$ cat src/rtl/datapath_core_if.sv
// Memory-side handshake of the datapath core: request/write-enable/address/data out, ack/read data back.
// The core is the master; the memory subsystem is the slave.
interface datapath_core_if #(
    parameter int WIDTH = 32
) ();
    logic             mem_req;
    logic             mem_we;
    logic [WIDTH-1:0] mem_addr;
    logic [WIDTH-1:0] mem_wdata;
    logic             mem_ack;
    logic [WIDTH-1:0] mem_rdata;

    modport master (
        output mem_req, mem_we, mem_addr, mem_wdata,
        input  mem_ack, mem_rdata
    );

    modport slave (
        input  mem_req, mem_we, mem_addr, mem_wdata,
        output mem_ack, mem_rdata
    );
endinterface

$ cat src/rtl/datapath_core.sv
// Single-bus Mini SRC datapath: GPRs, HI/LO/PC/Y/Z/MAR/MDR on one OR-bus plus a memory-transfer FSM.
// Latency: bus is combinational, loads take one edge; mem_req rises the cycle after mem_read/mem_write.
// Backpressure: memory stalls by withholding mem_ack; the request is abandoned after MEM_TIMEOUT wait cycles.
module datapath_core #(
    parameter int WIDTH       = 32,
    parameter int NUM_REGS    = 16,
    parameter int R0_ZERO     = 1,
    parameter int MEM_TIMEOUT = 15
) (
    input  logic                 clock,
    input  logic                 clear,
    input  logic [NUM_REGS-1:0]  reg_in_sel,
    input  logic [NUM_REGS-1:0]  reg_out_sel,
    input  logic                 HIin,
    input  logic                 LOin,
    input  logic                 PCin,
    input  logic                 Yin,
    input  logic                 Zin,
    input  logic                 MARin,
    input  logic                 MDRin,
    input  logic                 HIout,
    input  logic                 LOout,
    input  logic                 PCout,
    input  logic                 Zhighout,
    input  logic                 Zlowout,
    input  logic                 MDRout,
    input  logic                 InPortout,
    input  logic                 Cout,
    input  logic                 pc_inc,
    input  logic [WIDTH-1:0]     inport_data,
    input  logic [WIDTH-1:0]     c_sign_ext,
    input  logic [2*WIDTH-1:0]   alu_result,
    output logic [WIDTH-1:0]     alu_a,
    output logic [WIDTH-1:0]     alu_b,
    output logic [WIDTH-1:0]     bus,
    output logic                 bus_conflict,
    input  logic                 mem_read,
    input  logic                 mem_write,
    output logic                 busy,
    output logic                 mem_done,
    output logic                 timeout_err,
    datapath_core_if.master      mem
);

    typedef enum logic [1:0] {
        IDLE    = 2'd0,
        RD_WAIT = 2'd1,
        WR_WAIT = 2'd2
    } state_t;

    logic [WIDTH-1:0]   gpr [NUM_REGS];
    logic [WIDTH-1:0]   hi, lo, pc, y, mar, mdr;
    logic [2*WIDTH-1:0] z;
    logic [WIDTH-1:0]   bus_dat;

    state_t     state, state_nxt;
    logic [7:0] cnt, cnt_nxt;
    logic       done_nxt;
    logic       err_set;
    logic       rd_load;

    // Wired-OR bus: overlapping selects merge rather than pick a winner, and are flagged.
    always_comb begin
        bus_dat = '0;
        for (int i = 0; i < NUM_REGS; i++) begin
            if (reg_out_sel[i] && !(i == 0 && R0_ZERO != 0))
                bus_dat = bus_dat | gpr[i];
        end
        if (HIout)     bus_dat = bus_dat | hi;
        if (LOout)     bus_dat = bus_dat | lo;
        if (PCout)     bus_dat = bus_dat | pc;
        if (Zhighout)  bus_dat = bus_dat | z[2*WIDTH-1:WIDTH];
        if (Zlowout)   bus_dat = bus_dat | z[WIDTH-1:0];
        if (MDRout)    bus_dat = bus_dat | mdr;
        if (InPortout) bus_dat = bus_dat | inport_data;
        if (Cout)      bus_dat = bus_dat | c_sign_ext;
    end

    assign bus          = bus_dat;
    assign bus_conflict = $countones({reg_out_sel, HIout, LOout, PCout, Zhighout,
                                      Zlowout, MDRout, InPortout, Cout}) > 1;
    assign alu_a        = y;
    assign alu_b        = bus_dat;

    always_ff @(posedge clock or negedge clear) begin
        if (!clear) begin
            for (int i = 0; i < NUM_REGS; i++) gpr[i] <= '0;
        end else begin
            for (int i = 0; i < NUM_REGS; i++) begin
                if (reg_in_sel[i] && !(i == 0 && R0_ZERO != 0))
                    gpr[i] <= bus_dat;
            end
        end
    end

    always_ff @(posedge clock or negedge clear) begin
        if (!clear) begin
            hi  <= '0;
            lo  <= '0;
            pc  <= '0;
            y   <= '0;
            z   <= '0;
            mar <= '0;
        end else begin
            if (HIin)  hi  <= bus_dat;
            if (LOin)  lo  <= bus_dat;
            if (Yin)   y   <= bus_dat;
            if (Zin)   z   <= alu_result;
            if (MARin) mar <= bus_dat;
            if (PCin)        pc <= bus_dat;
            else if (pc_inc) pc <= pc + 1'b1;
        end
    end

    // Memory owns MDR while a read is outstanding; the bus may still update it during a write.
    assign rd_load = (state == RD_WAIT) && mem.mem_ack;

    always_ff @(posedge clock or negedge clear) begin
        if (!clear)                            mdr <= '0;
        else if (rd_load)                      mdr <= mem.mem_rdata;
        else if (MDRin && state != RD_WAIT)    mdr <= bus_dat;
    end

    always_comb begin
        state_nxt = state;
        cnt_nxt   = cnt;
        done_nxt  = 1'b0;
        err_set   = 1'b0;
        case (state)
            IDLE: begin
                if (mem_read) begin
                    state_nxt = RD_WAIT;
                    cnt_nxt   = '0;
                end else if (mem_write) begin
                    state_nxt = WR_WAIT;
                    cnt_nxt   = '0;
                end
            end
            RD_WAIT, WR_WAIT: begin
                if (mem.mem_ack) begin
                    state_nxt = IDLE;
                    done_nxt  = 1'b1;
                end else if (cnt == 8'(MEM_TIMEOUT)) begin
                    state_nxt = IDLE;
                    err_set   = 1'b1;
                end else begin
                    cnt_nxt = cnt + 8'd1;
                end
            end
            default: state_nxt = IDLE;
        endcase
    end

    always_ff @(posedge clock or negedge clear) begin
        if (!clear) begin
            state       <= IDLE;
            cnt         <= '0;
            mem_done    <= 1'b0;
            timeout_err <= 1'b0;
        end else begin
            state    <= state_nxt;
            cnt      <= cnt_nxt;
            mem_done <= done_nxt;
            if (err_set) timeout_err <= 1'b1;
        end
    end

    // Request is decoded straight from state so a reset drops it without waiting for an edge.
    assign mem.mem_req   = (state != IDLE);
    assign mem.mem_we    = (state == WR_WAIT);
    assign mem.mem_addr  = mar;
    assign mem.mem_wdata = mdr;
    assign busy          = (state != IDLE);

endmodule

$ cat src/flat_wrapper.sv
// flat-port wrapper written by rule: the top's interface ports become plain ports
module datapath_core_flat 
#(
    parameter int WIDTH       = 32,
    parameter int NUM_REGS    = 16,
    parameter int R0_ZERO     = 1,
    parameter int MEM_TIMEOUT = 15
)
  (clock, clear, reg_in_sel, reg_out_sel, HIin, LOin, PCin, Yin, Zin, MARin, MDRin, HIout, LOout, PCout, Zhighout, Zlowout, MDRout, InPortout, Cout, pc_inc, inport_data, c_sign_ext, alu_result, alu_a, alu_b, bus, bus_conflict, mem_read, mem_write, busy, mem_done, timeout_err, mem_mem_req, mem_mem_we, mem_mem_addr, mem_mem_wdata, mem_mem_ack, mem_mem_rdata);
  datapath_core_if #(.WIDTH(WIDTH)) mem_i ();
  input  logic clock;
  input  logic clear;
  input  logic [NUM_REGS-1:0] reg_in_sel;
  input  logic [NUM_REGS-1:0] reg_out_sel;
  input  logic HIin;
  input  logic LOin;
  input  logic PCin;
  input  logic Yin;
  input  logic Zin;
  input  logic MARin;
  input  logic MDRin;
  input  logic HIout;
  input  logic LOout;
  input  logic PCout;
  input  logic Zhighout;
  input  logic Zlowout;
  input  logic MDRout;
  input  logic InPortout;
  input  logic Cout;
  input  logic pc_inc;
  input  logic [WIDTH-1:0] inport_data;
  input  logic [WIDTH-1:0] c_sign_ext;
  input  logic [2*WIDTH-1:0] alu_result;
  output logic [WIDTH-1:0] alu_a;
  output logic [WIDTH-1:0] alu_b;
  output logic [WIDTH-1:0] bus;
  output logic bus_conflict;
  input  logic mem_read;
  input  logic mem_write;
  output logic busy;
  output logic mem_done;
  output logic timeout_err;
  output wire logic [$bits(mem_i.mem_req)-1:0] mem_mem_req;
  output wire logic [$bits(mem_i.mem_we)-1:0] mem_mem_we;
  output wire logic [$bits(mem_i.mem_addr)-1:0] mem_mem_addr;
  output wire logic [$bits(mem_i.mem_wdata)-1:0] mem_mem_wdata;
  input wire logic [$bits(mem_i.mem_ack)-1:0] mem_mem_ack;
  input wire logic [$bits(mem_i.mem_rdata)-1:0] mem_mem_rdata;
  assign mem_mem_req = mem_i.mem_req;
  assign mem_mem_we = mem_i.mem_we;
  assign mem_mem_addr = mem_i.mem_addr;
  assign mem_mem_wdata = mem_i.mem_wdata;
  assign mem_i.mem_ack = mem_mem_ack;
  assign mem_i.mem_rdata = mem_mem_rdata;
  datapath_core #(.WIDTH(WIDTH), .NUM_REGS(NUM_REGS), .R0_ZERO(R0_ZERO), .MEM_TIMEOUT(MEM_TIMEOUT)) u_core (.clock(clock), .clear(clear), .reg_in_sel(reg_in_sel), .reg_out_sel(reg_out_sel), .HIin(HIin), .LOin(LOin), .PCin(PCin), .Yin(Yin), .Zin(Zin), .MARin(MARin), .MDRin(MDRin), .HIout(HIout), .LOout(LOout), .PCout(PCout), .Zhighout(Zhighout), .Zlowout(Zlowout), .MDRout(MDRout), .InPortout(InPortout), .Cout(Cout), .pc_inc(pc_inc), .inport_data(inport_data), .c_sign_ext(c_sign_ext), .alu_result(alu_result), .alu_a(alu_a), .alu_b(alu_b), .bus(bus), .bus_conflict(bus_conflict), .mem_read(mem_read), .mem_write(mem_write), .busy(busy), .mem_done(mem_done), .timeout_err(timeout_err), .mem(mem_i));
endmodule
$ cat config.mk
export PLATFORM = sky130hd
export DESIGN_NAME = datapath_core_flat
export DESIGN_NICKNAME = d
export VERILOG_FILES = /design/src/rtl/datapath_core_if.sv /design/src/rtl/datapath_core.sv /design/src/flat_wrapper.sv
export SDC_FILE = /design/constraint.sdc
export NUM_CORES = 1
export LEC_CHECK = 0
export ABC_AREA = 0
export CORE_MARGIN = 3
export CORE_UTILIZATION = 35
export DETAILED_ROUTE_END_ITERATION = 10
export SKIP_CTS_REPAIR_TIMING = 1
export SYNTH_ARGS = -nofsm -noshare
export SYNTH_HDL_FRONTEND = slang
export SYNTH_SLANG_ARGS = --single-unit
$ cat constraint.sdc
create_clock -name clock -period 5.05 [get_ports clock]
set_clock_uncertainty 0.15 [all_clocks]
set_input_delay 0.505 -clock clock [delete_from_list [all_inputs] [get_ports clock]]
set_output_delay 0.505 -clock clock [all_outputs]
set_load 0.01 [all_outputs]
After elaboration in Yosys (flattened, before gate mapping)
Index checks and enable logic that the tools add are counted.

$add $sub $neg: 25. Order comparisons: 1. Equality and inequality tests: 8. Muxes and demuxes: 42. Bitwise gates (word level): 22. Reductions and logical operators: 10.

Operators by type and width (number): $mux W32 (27); $or A32 B32 Y32 (22); $add A32 B32 Y32 (11); $add A32 B1 Y32 const B (1); $gt A32 B2 Y1 const B (1); $mux W8 (4); $add A1 B1 Y2 (12); $pmux W8 S2 (1); $add A8 B1 Y8 const B (1); $eq A8 B4 Y1 const B (1); $mux W2 (4); $reduce_bool A2 Y1 (4); $mux W1 (5); $ne A2 B2 Y1 const B (2); $pmux W2 S2 (1); $reduce_and A4 Y1 (1); $ne A3 B2 Y1 const B (1); $ne A3 B3 Y1 const B (1); $eq A2 B1 Y1 const B (1); $eq A2 B2 Y1 const B (1); $logic_and A1 B1 Y1 (2); $logic_not A2 Y1 (1); $ne A2 B1 Y1 const B (1); $reduce_and A2 Y1 (1); $reduce_or A2 Y1 (1).

Register bits after elaboration: 748. Input bits: 213. Output and inout bits: 166. Word-level logic and storage cells: 134.

Longest topological paths before layout
Depth after elaboration: 47. Gate-level depth with buffers: 13. Depth with buffers taken out: 13.

Worst setup path before layout
No wires, ideal clock.

Path type: input -> output. Start point: in reg_out_sel[14]. End point: out bus_conflict. Arrival: 4.198 ns. Required time: 4.395 ns. Setup slack: 0.197 ns. Stages: 12. Buffers on the path: 0. Cells stage by stage: ha_1 fa_1 inv_1 fa_1 fa_1 inv_1 fa_1 fa_1 ha_1 fa_1 o21ai_0 nand3_1.

Longest elaborated chain between the ends: 5.

RTL lines: from (decl) (RTL line flat_wrapper.sv:14) `input logic [NUM_REGS-1:0] reg_out_sel;`; $add A1 B1 Y2 (not written as such) (RTL line datapath_core.sv:80) `assign bus_conflict = $countones({reg_out_sel, HIout, LOout, PCout, Zhighout,`; $add A32 B32 Y32 (not written as such) (3 in a row) (RTL line datapath_core.sv:80); $gt A32 B2 Y1 (RTL line datapath_core.sv:81) `Zlowout, MDRout, InPortout, Cout}) > 1;`; to (decl) (RTL line flat_wrapper.sv:37) `output logic bus_conflict;`.

No other way between the ends.

Worst setup path in the final report
Start point: in reg_out_sel[2]. End point: out bus_conflict.

Longest elaborated chain between the ends: 6.

RTL lines (RTL line): $add A1 B1 Y2 (not written as such) (datapath_core.sv:80); $add A32 B32 Y32 (not written as such) (4 in a row) (datapath_core.sv:80); $gt A32 B2 Y1 (datapath_core.sv:81).

No other way between the ends.

==> impl_results.md <==
* Status: finished, final reports clean
* Reg power frac at between 40 and 50%
* Internal at 11100 uW
* Vias in the first global route at 25.9k
* Ys async rst share at 100%
* Drt drc at 0
* Post-route minimum period at 5.02 ns
* First-pass GRT wire length at 182 mm
* Hold Vio Cnt, Final at 0
* Yosys top cell area share at approximately 58%
* Clock share of power at 41.0%
* Crit-path cells: buf_8, ha_4, inv_2, fa_1, inv_2, fa_1, fa_1, fa_1, fa_1, ha_2, fa_1, o21ai_1, nand3_1, buf_2
* Worst R2R Path Depth at 8
* Worst Path Required at 4.39 ns
* Data arrival time of the critical path at between 4 and 5 ns
* Crit path launch type: input pin
* Crit. End Element: output port
* Yosys Warn Count at 0
* Worst Setup EP: bus_conflict
* Io pins at 379
* Synth-to-layout area growth at 23.2%
* Seq/Total Area, Yosys at 57.5%
* Highest routed layer: met4
* PortBufs at 377
* CTS Buffer Depth at 3
* Die Width at 311 um
* CTS H-tree depth at 3
* Placed cells at 4578
* Via/cell ratio at around 5.7
* Min-delay src: reg_in_sel[4]
* Total track usage at 25.3%
* Grt ovf at 0
* Setup ws final at 0.0276 ns
* Met1 Wirelength at between 50 and 60 mm
* Final setup fails at 0
* Tcrit/Tclk final at 99.5%
* Ys flop type: dfrtp_1
* Gp weighted congestion at a little over 0.8
* Routed wire length at 125 mm
* Clk Latency, worst-skew pair at 0.64 ns
* Clock Pin Slew Worst Setup and Hold Paths at 0.06 ns
* Core box area at ~92000 sq um
* Post-synth EDFFs at 0
* Syn_nets at 3445
* DRT iter0 DRCs at 2926
* Average routed wire per standard cell at 26.4 um
* Sw Share at 28.6%
* Critical path origin: reg_out_sel[2]
* Syn avg cell area at 10.2 sq um
* Multi-input logic area at 12400 sq um
* Max stage delay on crit path at roughly 0.57 ns
* Fin. max-slew vios at 0
* Worst min path class: input pin to flip-flop
* Critical path type: input pin to output port
* Slew @ Worst Pin at 1.24 ns
* Antenna Violating Nets Remaining at 0
* Post-Synthesis Cells at 3187
* Pwr Density at 388 nW/um^2
* FMAX at 199 MHz
* TritonCTS Buffers at 86
* Pleak at 0.0143 uW
* Clock sink count at 748
* Logic pwr share at between 10% and 20%
* DR vias at ~27k
* Pre-CTS setup slack at -0.766 ns
* Synth area leaders: dfrtp_1 (58%), a21oi_1 (9.5%), nor2_1 (7.2%), a22oi_1 (7.1%), mux2_2 (2.2%)
* R2R Path End: u_core.mem.mem_wdata[11]
* Unrepaired setup endpoints after global routing: true
* Die Y at between 300 and 400 um
* DR WL met2 at 58.4 mm
* Sum of negative setup slack at 0 ns
* Layout cells sized above 1 at a little under an eighth
* Post-synth top area cell: dfrtp_1
* Number of max-cap violations at 0
* Starting Density at between 30% and 40%
* Die ar. at slightly below 100000 sq um
* Antenna violations before repair at 2
* Post-Syn Area at around 33000 sq um
* Register area at approximately 19000 sq um
* Post-DP HPWL at ~75 mm
* P_sw at 4440 uW
* Layout fillers at 8915
* Worst R2R Setup Slack at 1.84 ns
* Library cells used by synthesis at 42
* Clock root buffer: clkbuf_16
* Row count at 111
* CTS tree: built
* Slowest cell on the critical path: fa_1
* DRT Pass-1 Iters at 7
* Largest net degree at the start of global routing at 138
* Flop and latch count out of synthesis at 748
* Crit-path max FO at 2
* Worst vdd ir at between 0.0002 and 0.0003 V
* Crit path top cell by count: fa_1
* Crit Reg-Reg Startpoint: u_core.state[1]
* Post-layout nets at 3684
* Metal3 WL at 9.77 mm
* Final Non-Filler Cells at 4735
* Worst slew margin at 17.0%
* Hold Worst Slack at 0.261 ns
==> per-layer routing <==
layer / up-vias / global-route usage (%)
li1: 11757 / -
met1: 13742 / 35.8
met2: 1194 / 40.7
met3: 164 / 4.14
met4: 0 / 6.19
met5: - / 0
==> flip-flops by register name, indices dropped and copies added, names as in the netlist <==
| signal | count |
|---|---|
| u_core.z | 64 |
| u_core.lo | 32 |
| u_core.mem_done | 1 |
| u_core.hi | 32 |
| u_core.state | 2 |
| u_core.mem.mem_addr | 32 |
| u_core.gpr | 480 |
| u_core.alu_a | 32 |
| u_core.timeout_err | 1 |
| u_core.pc | 32 |
| u_core.cnt | 8 |
| u_core.mem.mem_wdata | 32 |
==> power by group through the flow <==
stage          Clock [uW]  Combinational (uW)  Sequential (uW)
2_1_floorplan           0                1350             6570
3_3_place_gp            0                2610             6640
3_5_place_dp            0                2640             6650
4_1_cts              6490                2650             6540
5_1_grt              6760                2880             6560
6_report             6370                2640             6540
==> area by class of cell <==
cell class	instances	share of cell area, %
clock inverter	23	0.759
sequential	748	46.7
clock buffer	130	6.36
antenna	1	0.00624
inverter	54	0.506
tap	1243	3.88
multi-input combinational	2062	30.9
timing repair buffer	474	10.9
==> how the worst min path moves through the flow <==
stage,endpoint,slack (ns),cells after the start
after CTS,u_core.gpr[160],-0.25,1
after global placement,u_core.timeout_err,0.33,1
final,u_core.gpr[358],0.26,3
after global routing,u_core.gpr[356],0.27,2
after floorplan,u_core.alu_a[0],0.06,0
after detailed placement,u_core.timeout_err,0.33,1
==> critical path: cells and delay by family <==
kind / cells / cell delay (ns)
simple gates: 1 / 0.09
compound gates: 1 / 0.14
fa+ha+maj: 8 / 3.32
buf+inv: 4 / 0.31
==> kinds of logic after synthesis <==
kind of cell	share of synthesized area, %
compound gates	19.9
xor+xnor	0.834
fa+ha+maj	2.17
buf+inv	5.08
flops	57.5
mux	2.83
simple gates	11.6
==> synthesized netlist by cell type (36+ instances only) <==
library cell  number
o21ai_0           42
nor2_1           628
buf_4             36
a22oi_1          308
clkbuf_1         184
nand3_1           73
dfrtp_1          748
a21oi_1          616
mux2_2            64
buf_2             83
inv_1             54
nand4_1           50
==> cells in the final DEF, fill, tap and decap left out, types with 24 or more instances in the layout <==
master,n
a21oi_1,616
a222oi_1,32
a22oi_1,308
buf_2,38
buf_4,95
clkbuf_1,24
clkbuf_16,89
clkdlybuf4s50_1,330
dfrtp_1,748
inv_1,50
mux2_2,64
nand3_1,73
nand4_1,50
nor2_1,628
o21ai_0,41
==> per-stage QoR <==
step                      power (uW)  cell area (sq um)  util, %
after detailed placement        9280              37100     40.3
after CTS                      15700              39900     43.4
after global placement          9250              37100     40.3
after global routing           16200              40100     43.6
after floorplan                 7920              32500        -
final                          15500              40100     43.6
No activity file was read; power rests on OpenSTA's default activity.
